`src/rtl/ahb3lite_interconnect_arbiter.sv`:
```
`default_nettype none
// ============================================================================
// Module   : ahb3lite_interconnect_arbiter
// Brief    : AHB3-Lite master arbiter with static priority, round-robin ties,
//            burst/lock aware switching and optional starvation aging
//            (enabled by AHB3LITE_INTERCONNECT_ARB_AGING_EN).
// Revision : 1.0 - initial release
// ============================================================================
module ahb3lite_interconnect_arbiter #(
    parameter int  MASTERS     = 3,
    parameter int  AGE_LIMIT   = 16,
    localparam int MASTER_BITS = (MASTERS > 2) ? $clog2(MASTERS) : 1
) (
    input  logic                        HCLK,
    input  logic                        HRESET,
    input  logic [MASTERS-1:0]          mstHSEL,
    input  logic [MASTERS-1:0][2:0]     mstpriority,
    input  logic [MASTERS-1:0]          mstHMASTLOCK,
    input  logic [MASTERS-1:0]          can_switch,
    input  logic                        HREADY,
    output logic [MASTERS-1:0]          granted_master,
    output logic [MASTER_BITS-1:0]      granted_master_idx,
    output logic [MASTER_BITS-1:0]      granted_master_idx_dly,
    output logic [MASTERS-1:0]          starved,
    output logic [1:0]                  arb_state
);

    localparam logic [1:0] c_ST_IDLE = 2'd0;
    localparam logic [1:0] c_ST_OWN  = 2'd1;
    localparam logic [1:0] c_ST_LOCK = 2'd2;
    localparam logic [MASTER_BITS:0] c_MASTERS_W = (MASTER_BITS+1)'(MASTERS);

    logic [1:0]                 r_state_q, w_state_d;
    logic [MASTER_BITS-1:0]     r_idx_q, w_idx_d;
    logic [MASTER_BITS-1:0]     r_idx_dly_q;
    logic [MASTERS-1:0][3:0]    w_eff;
    logic [3:0]                 w_top;
    logic [MASTER_BITS-1:0]     w_cand;
    logic [MASTER_BITS:0]       w_pos;
    logic                       w_found;
    logic                       w_any_req;
    logic                       w_own_lock;
    logic                       w_own_cs;

    assign w_any_req  = |mstHSEL;
    assign w_own_lock = mstHMASTLOCK[r_idx_q];
    assign w_own_cs   = can_switch[r_idx_q];

    always_comb begin
        w_top = 4'd0;
        for (int i = 0; i < MASTERS; i++) begin
            w_eff[i] = {starved[i], mstpriority[i]};
            if (mstHSEL[i] && (w_eff[i] > w_top)) begin
                w_top = w_eff[i];
            end
        end
    end

    // The round-robin pointer is the current owner: it only moves on an
    // ownership change, so the search starts just past the owner and
    // visits the owner last (keeps the grant when it is the sole top).
    always_comb begin
        w_cand  = r_idx_q;
        w_found = 1'b0;
        w_pos   = '0;
        for (int i = 1; i <= MASTERS; i++) begin
            w_pos = {1'b0, r_idx_q} + (MASTER_BITS+1)'(i);
            if (w_pos >= c_MASTERS_W) begin
                w_pos = w_pos - c_MASTERS_W;
            end
            if (!w_found && mstHSEL[w_pos[MASTER_BITS-1:0]] &&
                (w_eff[w_pos[MASTER_BITS-1:0]] == w_top)) begin
                w_found = 1'b1;
                w_cand  = w_pos[MASTER_BITS-1:0];
            end
        end
    end

    always_comb begin
        w_state_d = r_state_q;
        w_idx_d   = r_idx_q;
        case (r_state_q)
            c_ST_IDLE: begin
                if (w_any_req) begin
                    w_state_d = c_ST_OWN;
                    w_idx_d   = w_cand;
                end
            end
            c_ST_OWN: begin
                if (w_own_lock) begin
                    w_state_d = c_ST_LOCK;
                end else if (!w_any_req) begin
                    w_state_d = c_ST_IDLE;
                end else if (w_own_cs) begin
                    w_idx_d = w_cand;
                end
            end
            c_ST_LOCK: begin
                if (!w_own_lock) begin
                    if (!w_any_req) begin
                        w_state_d = c_ST_IDLE;
                    end else begin
                        w_state_d = c_ST_OWN;
                        if (w_own_cs) begin
                            w_idx_d = w_cand;
                        end
                    end
                end
            end
            default: w_state_d = c_ST_IDLE;
        endcase
    end

    always_ff @(posedge HCLK) begin
        if (HRESET) begin
            r_state_q   <= c_ST_IDLE;
            r_idx_q     <= '0;
            r_idx_dly_q <= '0;
        end else if (HREADY) begin
            r_state_q   <= w_state_d;
            r_idx_q     <= w_idx_d;
            r_idx_dly_q <= r_idx_q;
        end
    end

`ifdef AHB3LITE_INTERCONNECT_ARB_AGING_EN
    localparam logic [7:0] c_AGE_MAX = 8'(AGE_LIMIT);

    logic [MASTERS-1:0][7:0] r_age_q, w_age_d;

    // A waiting requester ages only while someone else owns the bus;
    // winning the grant or dropping the request resets its age.
    always_comb begin
        for (int n = 0; n < MASTERS; n++) begin
            w_age_d[n] = r_age_q[n];
            if (!mstHSEL[n] || (w_idx_d == MASTER_BITS'(n))) begin
                w_age_d[n] = 8'd0;
            end else if ((r_idx_q != MASTER_BITS'(n)) && (r_age_q[n] < c_AGE_MAX)) begin
                w_age_d[n] = r_age_q[n] + 8'd1;
            end
            starved[n] = (r_age_q[n] == c_AGE_MAX);
        end
    end

    always_ff @(posedge HCLK) begin
        if (HRESET) begin
            r_age_q <= '0;
        end else if (HREADY) begin
            r_age_q <= w_age_d;
        end
    end
`else
    assign starved = '0;
`endif

    always_comb begin
        granted_master          = '0;
        granted_master[r_idx_q] = 1'b1;
    end

    assign granted_master_idx     = r_idx_q;
    assign granted_master_idx_dly = r_idx_dly_q;
    assign arb_state              = r_state_q;

endmodule
`default_nettype wire

```
`config.mk`:
```
export PLATFORM = sky130hd
export DESIGN_NAME = ahb3lite_interconnect_arbiter
export DESIGN_NICKNAME = d
export VERILOG_FILES = /design/src/rtl/ahb3lite_interconnect_arbiter.sv
export SDC_FILE = /design/constraint.sdc
export NUM_CORES = 1
export LEC_CHECK = 0
export ABC_AREA = 1
export CORE_ASPECT_RATIO = 0.6
export CORE_MARGIN = 2
export CORE_UTILIZATION = 40
export CTS_CLUSTER_SIZE = 14
export DETAILED_ROUTE_END_ITERATION = 12
export GPL_TIMING_DRIVEN = 0
export PLACE_DENSITY_LB_ADDON = 0.25
export SYNTH_ARGS = -nofsm -noshare
export SYNTH_HDL_FRONTEND = slang
export SYNTH_SLANG_ARGS = --single-unit
```
`constraint.sdc`:
```
create_clock -name HCLK -period 2.9 [get_ports HCLK]
set_input_delay 0.29 -clock HCLK [delete_from_list [all_inputs] [get_ports HCLK]]
set_output_delay 0.29 -clock HCLK [all_outputs]
set_load 0.1 [all_outputs]
```
### Word level (Yosys, flattened, before mapping)

Cells that the tools add are included.

| storage, ports and cells | value |
|---|---|
| register bits | 6 |
| input port bits | 21 |
| output and inout bits | 12 |
| word-level logic and storage cells | 88 |

| cells by class | value |
|---|---|
| $add $sub $neg | 6 |
| order comparisons | 11 |
| eq/ne operators | 11 |
| mux-type cells | 40 |
| reduce and logical (&&, ||, !) cells | 17 |

Operators with widths:

| kind | count |
|---|---|
| 2-to-1 mux 2 bit | 14 |
| binary-select mux 4 bit (select 2 bit) | 3 |
| == test 4 bit | 3 |
| less-than comparator 2 x 3 -> 1 bit (second input constant) | 4 |
| 2-to-1 mux 4 bit | 3 |
| binary-select mux 1 bit (select 2 bit) | 5 |
| greater-or-equal comparator 3 x 2 -> 1 bit (second input constant) | 3 |
| logical AND 1 bit | 9 |
| 2-to-1 mux 1 bit | 9 |
| 2-to-1 mux 3 bit | 3 |
| > comparator 3 x 4 -> 1 bit | 2 |
| adder 2 x 2 -> 3 bit (second input constant) | 2 |
| inequality test 2 bit (second input constant) | 3 |
| one-hot mux 2 bit (3 select lines) | 1 |
| AND reduction 6 bit | 1 |
| subtractor 2 bit (second input constant) | 3 |
| inequality test 2 x 1 -> 1 bit (second input constant) | 2 |
| one-hot mux 2 bit (2 select lines) | 1 |
| AND reduction 4 bit | 1 |
| adder 2 x 1 -> 3 bit (second input constant) | 1 |
| > comparator 3 x 1 -> 1 bit (second input constant) | 1 |
| inequality test 3 bit (second input constant) | 1 |
| OR reduction 3 bit | 1 |
| demux 1 bit (select 2 bit) | 1 |
| 7 further kinds | 8 |

### Depth between registers and ports, before layout

| depth | value |
|---|---|
| depth in word-level cells | 24 |
| mapped depth | 32 |
| gate-level depth less buffers | 32 |

### Worst setup path before layout

Ideal clock, no wire load.

| path | value |
|---|---|
| path kind | flip-flop to flip-flop |
| start point | reg r_idx_q[1] (netlist: granted_master_idx[1]) |
| end point | reg r_idx_q[1] (netlist: granted_master_idx[1]) |
| library setup time | 112 ps |
| arrival time | 2,847 ps |
| data required time | 2,788 ps |
| slack | -59 ps |
| cell stages (with the launch flop) | 18 |
| buffers on the path | 1 |
| period minus slack after synthesis | 2,959 ps |
| cells stage by stage | dfxtp_1 inv_1 ha_1 buf_6 nor2_1 nor2_2 a21oi_2 inv_1 nand3_1 nand2_1 inv_1 nand2_1 nor2_1 nand3_1 nand3_1 nand2_1 nor2_1 nor2_1 |

| between the ends | value |
|---|---|
| word-level cells in the longest chain between the ends | 20 |
| elaborated cells between the ends (all ways) | 51 |
| those cells by class | 6 x add/sub; 3 x order compare; 5 x eq/ne; 29 x mux; 8 x reduce/logical |

Ends and longest elaborated chain:

| element | RTL line | RTL |
|---|---|---|
| start: declaration | 34 | `logic [MASTER_BITS-1:0] r_idx_q, w_idx_d;` |
| start signal: assignment | 121 | `r_idx_q <= w_idx_d;` |
| adder 2 x 1 -> 3 bit | 67 | `w_pos = {1'b0, r_idx_q} + (MASTER_BITS+1)'(i);` |
| greater-or-equal comparator 3 x 2 -> 1 bit or subtractor 2 bit (tied branches) | 68, 69 |  |
| 2-to-1 mux 2 bit | 68 | `if (w_pos >= c_MASTERS_W) begin` |
| binary-select mux 4 bit (select 2 bit) | 72 | `(w_eff[w_pos[MASTER_BITS-1:0]] == w_top)) begin` |
| 2-to-1 mux 4 bit (implied by the code) | 72 |  |
| == test 4 bit | 72 |  |
| logical AND 1 bit | 71 | `if (!w_found && mstHSEL[w_pos[MASTER_BITS-1:0]] &&` |
| 2-to-1 mux 1 bit | 71 |  |
| [... 3 more ...] | - |  |
| 2-to-1 mux 1 bit | 71 |  |
| zero test 1 bit | 71 |  |
| logical AND 1 bit (2 in a row) | 71 |  |
| 2-to-1 mux 2 bit | 71 |  |
| 2-to-1 mux 2 bit | 94, 104 |  |
| 2-to-1 mux 2 bit | 100 | `if (!w_any_req) begin` |
| 2-to-1 mux 2 bit | 99 | `if (!w_own_lock) begin` |
| one-hot mux 2 bit (2 select lines) | 82 | `case (r_state_q)` |

Several ways; a longest one is shown, not always the timed one. The select of a mux whose other input is x is not followed.
A chain may end at the register's enable or synchronous reset.

### Worst setup path in the final report

| path | value |
|---|---|
| start point | in mstpriority[1] (netlist name) |
| end point | reg r_idx_q[1] (netlist: granted_master_idx[1]) |

| between the ends | value |
|---|---|
| word-level cells in the longest chain between the ends | 24 |
| elaborated cells between the ends (all ways) | 35 |
| those cells by class | 3 x order compare; 3 x eq/ne; 19 x mux; 10 x reduce/logical |

Ends and longest elaborated chain:

| element | RTL line | RTL |
|---|---|---|
| start: declaration | 17 | `input logic [MASTERS-1:0][2:0] mstpriority,` |
| > comparator 3 x 1 -> 1 bit | 53 | `if (mstHSEL[i] && (w_eff[i] > w_top)) begin` |
| logical AND 1 bit | 53 |  |
| 2-to-1 mux 3 bit | 53 |  |
| > comparator 3 x 4 -> 1 bit | 53 |  |
| logical AND 1 bit | 53 |  |
| 2-to-1 mux 3 bit | 53 |  |
| > comparator 3 x 4 -> 1 bit | 53 |  |
| logical AND 1 bit | 53 |  |
| [... 7 more ...] | - |  |
| 2-to-1 mux 1 bit | 71 |  |
| zero test 1 bit | 71 |  |
| logical AND 1 bit (2 in a row) | 71 |  |
| 2-to-1 mux 2 bit * | 71 |  |
| 2-to-1 mux 2 bit | 94, 104 |  |
| 2-to-1 mux 2 bit | 100 |  |
| 2-to-1 mux 2 bit | 99 |  |
| one-hot mux 2 bit (2 select lines) * | 82 |  |

Mark *: on every way between the ends. The rest lies on a longest branch, timed or not. The select of a mux whose other input is x is not followed.

==> flow_metrics.py <==
metrics = {
    "run_status": {
        "status": "finished, violations left",
        "violations": "negative setup slack",
    },
    "final_layout": {
        "diodes": 0,
        "area_growth_pct": 57.2,
        "num-nets-final": 335,
        "postLayoutCoreUtil": 0.677,
        "drive_gt1_frac": 0.351,
        "design_area_mm2": 0.00226,
        "register_area_um2": 123,
        "multi_input_area_mm2": 0.00138,
        "fillCellCount": 274,
        "stdcell_count": 341,
    },
    "synth": {
        "synthAdderAreaFrac": 0.139,
        "yosys.area.top_type": "ha_1",
        "synthSimpleGateAreaFrac": 0.420,
        "post_synth.cell_area_avg_um2": 5.80,
        "synth_edf_count": 0,
        "synth_cell_types": 30,
        "netlist_area_mm2": 0.00144,
        "synth.area.mux_share": 0,
        "ys_dominant_reg_cell": "dfxtp_1",
        "ys_warn_count": 0,
        "synthXorXnorAreaFrac": 0,
        "ys_seq_elements": 6,
        "synthArstFlopShare": 0,
        "synth-compound-area-share": 0.200,
        "synthCells": 248,
        "seq_area_frac_synth": 0.0835,
        "synth_top_family_by_area": "simple AND/OR/NAND/NOR gates",
        "yosys-top-cells-area": "ha_1 (14%), nand3_1 (13%), nand2_1 (13%)",
        "synth_top_area_share": 0.139,
    },
    "detailed_routing": {
        "drt_first_pass_iters": 5,
        "wl_um": 4820,
        "wl_per_cell_um": 14.1,
        "drc_errors": 0,
        "vias_per_cell": 5.43,
        "vias": 1850,
        "postRouteAntennaNets": 0,
        "drtIter0Drc": 160,
    },
    "power": {
        "power_density_mw_per_mm2": 669,
        "p_leak_nw": 1.10,
        "p_total_mw": 1.51,
        "ir_drop_mv": 0.519,
    },
    "flow_run": {
        "cap_violations": 0,
    },
    "die": {
        "design.die.area_mm2": 0.00411,
        "design.portCount": 33,
        "chipHeight_um": 50.5,
        "start_util": 0.430,
        "coreArea_mm2": 0.00334,
        "core.rowCount": 16,
        "die_w_um": 81.4,
    },
    "min_path": {
        "holdPathEnd": "granted_master_idx_dly[1]",
        "holdPathStages": 2,
        "worst_hold_path_type": "reg2reg",
        "hold_start": "granted_master_idx_dly[1]",
    },
    "cts": {
        "root_buffer": "clkbuf_8",
        "clkTransAtPathRegs_ns": 0.03,
        "cts_buffer_depth": 2,
        "cts_buffers": 3,
        "clk_latency_ns": 0.22,
        "tritoncts": "done",
        "clock_sinks": 6,
        "h-tree-depth": 1,
    },
    "timing": {
        "slew_headroom": 0.350,
        "setup_slack_ns": -0.131,
        "finClkSkew_ns": 0.00195,
        "hold_slack_ns": 0.546,
        "final.min_clock_period_ns": 3.03,
        "finalHoldViolCount": 0,
        "worstMarginPinSlew_ns": 0.972,
        "post-route-period-util": 1.05,
        "tns_ns": -0.205,
        "setup_viol": 2,
        "rsz0062_at_grt": "yes",
        "final_max_slew_viol_count": 0,
        "max_freq_ghz": 0.330,
    },
    "global_routing": {
        "antenna_found_initial": 0,
        "grt_use_total": 0.228,
        "grt_max_degree": 11,
        "grt_pass1_wl_um": 7250,
        "grt_pass1_vias": 1534,
        "overflow": 0,
    },
    "setup_path": {
        "critPathLaunchType": "primary input",
        "rr_startpoint": "granted_master_idx[0]",
        "crit_fanout": 7,
        "startpoint": "mstpriority[1]",
        "slowest_stage": "ha_4",
        "path_class": "in2reg",
        "max_stage_delay_ns": 0.28,
        "r2r_slack_ns": 0.38,
        "crit_required_ns": 3.01,
        "r2r_end": "granted_master_idx[1]",
        "worstPathArrival_ns": 3.14,
        "reg2reg_depth": 16,
        "critPathCaptureType": "flop",
        "cpMostUsedCell": "nand2_1",
    },
    "placed_design": {
        "place_hpwl_um": 3340,
        "placed_cells": 324,
        "place_congestion": 0.955,
        "port_buffers": 29,
        "dpl-instance-area_mm2": 0.00180,
        "post-place-ws_ns": -0.795,
    },
}
==> state kept, by name, summed over array words and instances (netlist names) <==
signal                  count
granted_master_idx_dly      2
arb_state                   2
granted_master_idx          2
==> synth_stat cells (2+ instances only) <==
library cell / number
nand2_2: 11
nand2_1: 48
o211ai_1: 2
nor2_2: 4
ha_1: 16
a211oi_1: 2
inv_1: 39
buf_6: 2
nand3_2: 3
inv_2: 6
o21ai_0: 18
buf_4: 3
nand3_1: 36
nor2_1: 13
nand3b_1: 5
dfxtp_1: 6
a21oi_1: 13
a21oi_2: 2
o21ai_1: 4
o22ai_1: 4
nand2_4: 2
==> cells by family after synthesis <==
logic type                 after synthesis
buffers and inverters                   51
and+or+nand+nor                        124
other                                    1
DFF                                      6
AOI/OAI and AO/OA                       50
adders and majority gates               16
==> worst max-delay path, delay by kind of cell <==
family | cells | cell delay [ns]
adder cells (fa/ha/maj) | 2 | 0.51
AND/OR/NAND/NOR | 21 | 1.72
AO/OA/AOI/OAI | 1 | 0.11
buffers and inverters | 6 | 0.46
==> worst max-delay path by stage <==
stage                                 end  slack [ns]  cells after the start
finish              granted_master_idx[1]       -0.13                     30
global route        granted_master_idx[1]       -0.28                     30
CTS                 granted_master_idx[0]       0.003                     26
detailed placement  granted_master_idx[0]       -0.80                     29
global placement    granted_master_idx[0]       -0.77                     27
floorplan           granted_master_idx[1]        0.14                     29
==> cell type report <==
| cell class | count | area share |
|---|---|---|
| buffer | 5 | 0.0199 |
| clock buffer | 3 | 0.0183 |
| inverter | 46 | 0.0929 |
| multi-input combinational | 193 | 0.608 |
| sequential | 6 | 0.0542 |
| tap | 45 | 0.0249 |
| timing repair buffer | 43 | 0.182 |
==> power breakdown <==
part           total, mW  internal (mW)  switching [mW]
Combinational       1.27          0.423           0.849
Clock              0.124         0.0890          0.0345
Sequential         0.117         0.0984          0.0188
==> what timing repair did <==
action,in CTS,in global routing
gates resized for setup,56,50
endpoints found under the hold margin,0,0
hold buffers,0,0
buffers inserted,8,6
cloned,0,0
pin swaps,18,34
setup endpoints to repair,2,2
==> routing by layer <==
layer  global-route usage  vias to the layer above  wire length [um]  share of wire
met5                    0                        -                 0              0
met4               0.0254                        0                90          0.019
met3               0.0486                       10               488           0.10
met2                0.327                      110              1980           0.41
met1                0.352                      818              2260           0.47
li1                     -                      912                 -              -
==> layout by cell type (no fill, tap or decap), drive strengths merged <==
| cell | instances |
|---|---|
| buf | 23 |
| o211ai | 2 |
| nand2 | 61 |
| conb | 3 |
| nand4 | 1 |
| dfxtp | 6 |
| clkdlybuf4s50 | 22 |
| clkinv | 2 |
| a31oi | 1 |
| o21bai | 1 |
| nor2 | 17 |
| inv | 44 |
| ha | 16 |
| a21oi | 15 |
| nand3 | 39 |
| nor3 | 1 |
| a211oi | 2 |
| a221o | 1 |
| o22ai | 4 |
| nand3b | 5 |
| clkbuf | 3 |
| clkdlybuf4s15 | 1 |
| o21ai | 23 |
| dlygate4sd2 | 2 |
| o21a | 1 |
No activity file was read; power rests on OpenSTA's default activity.
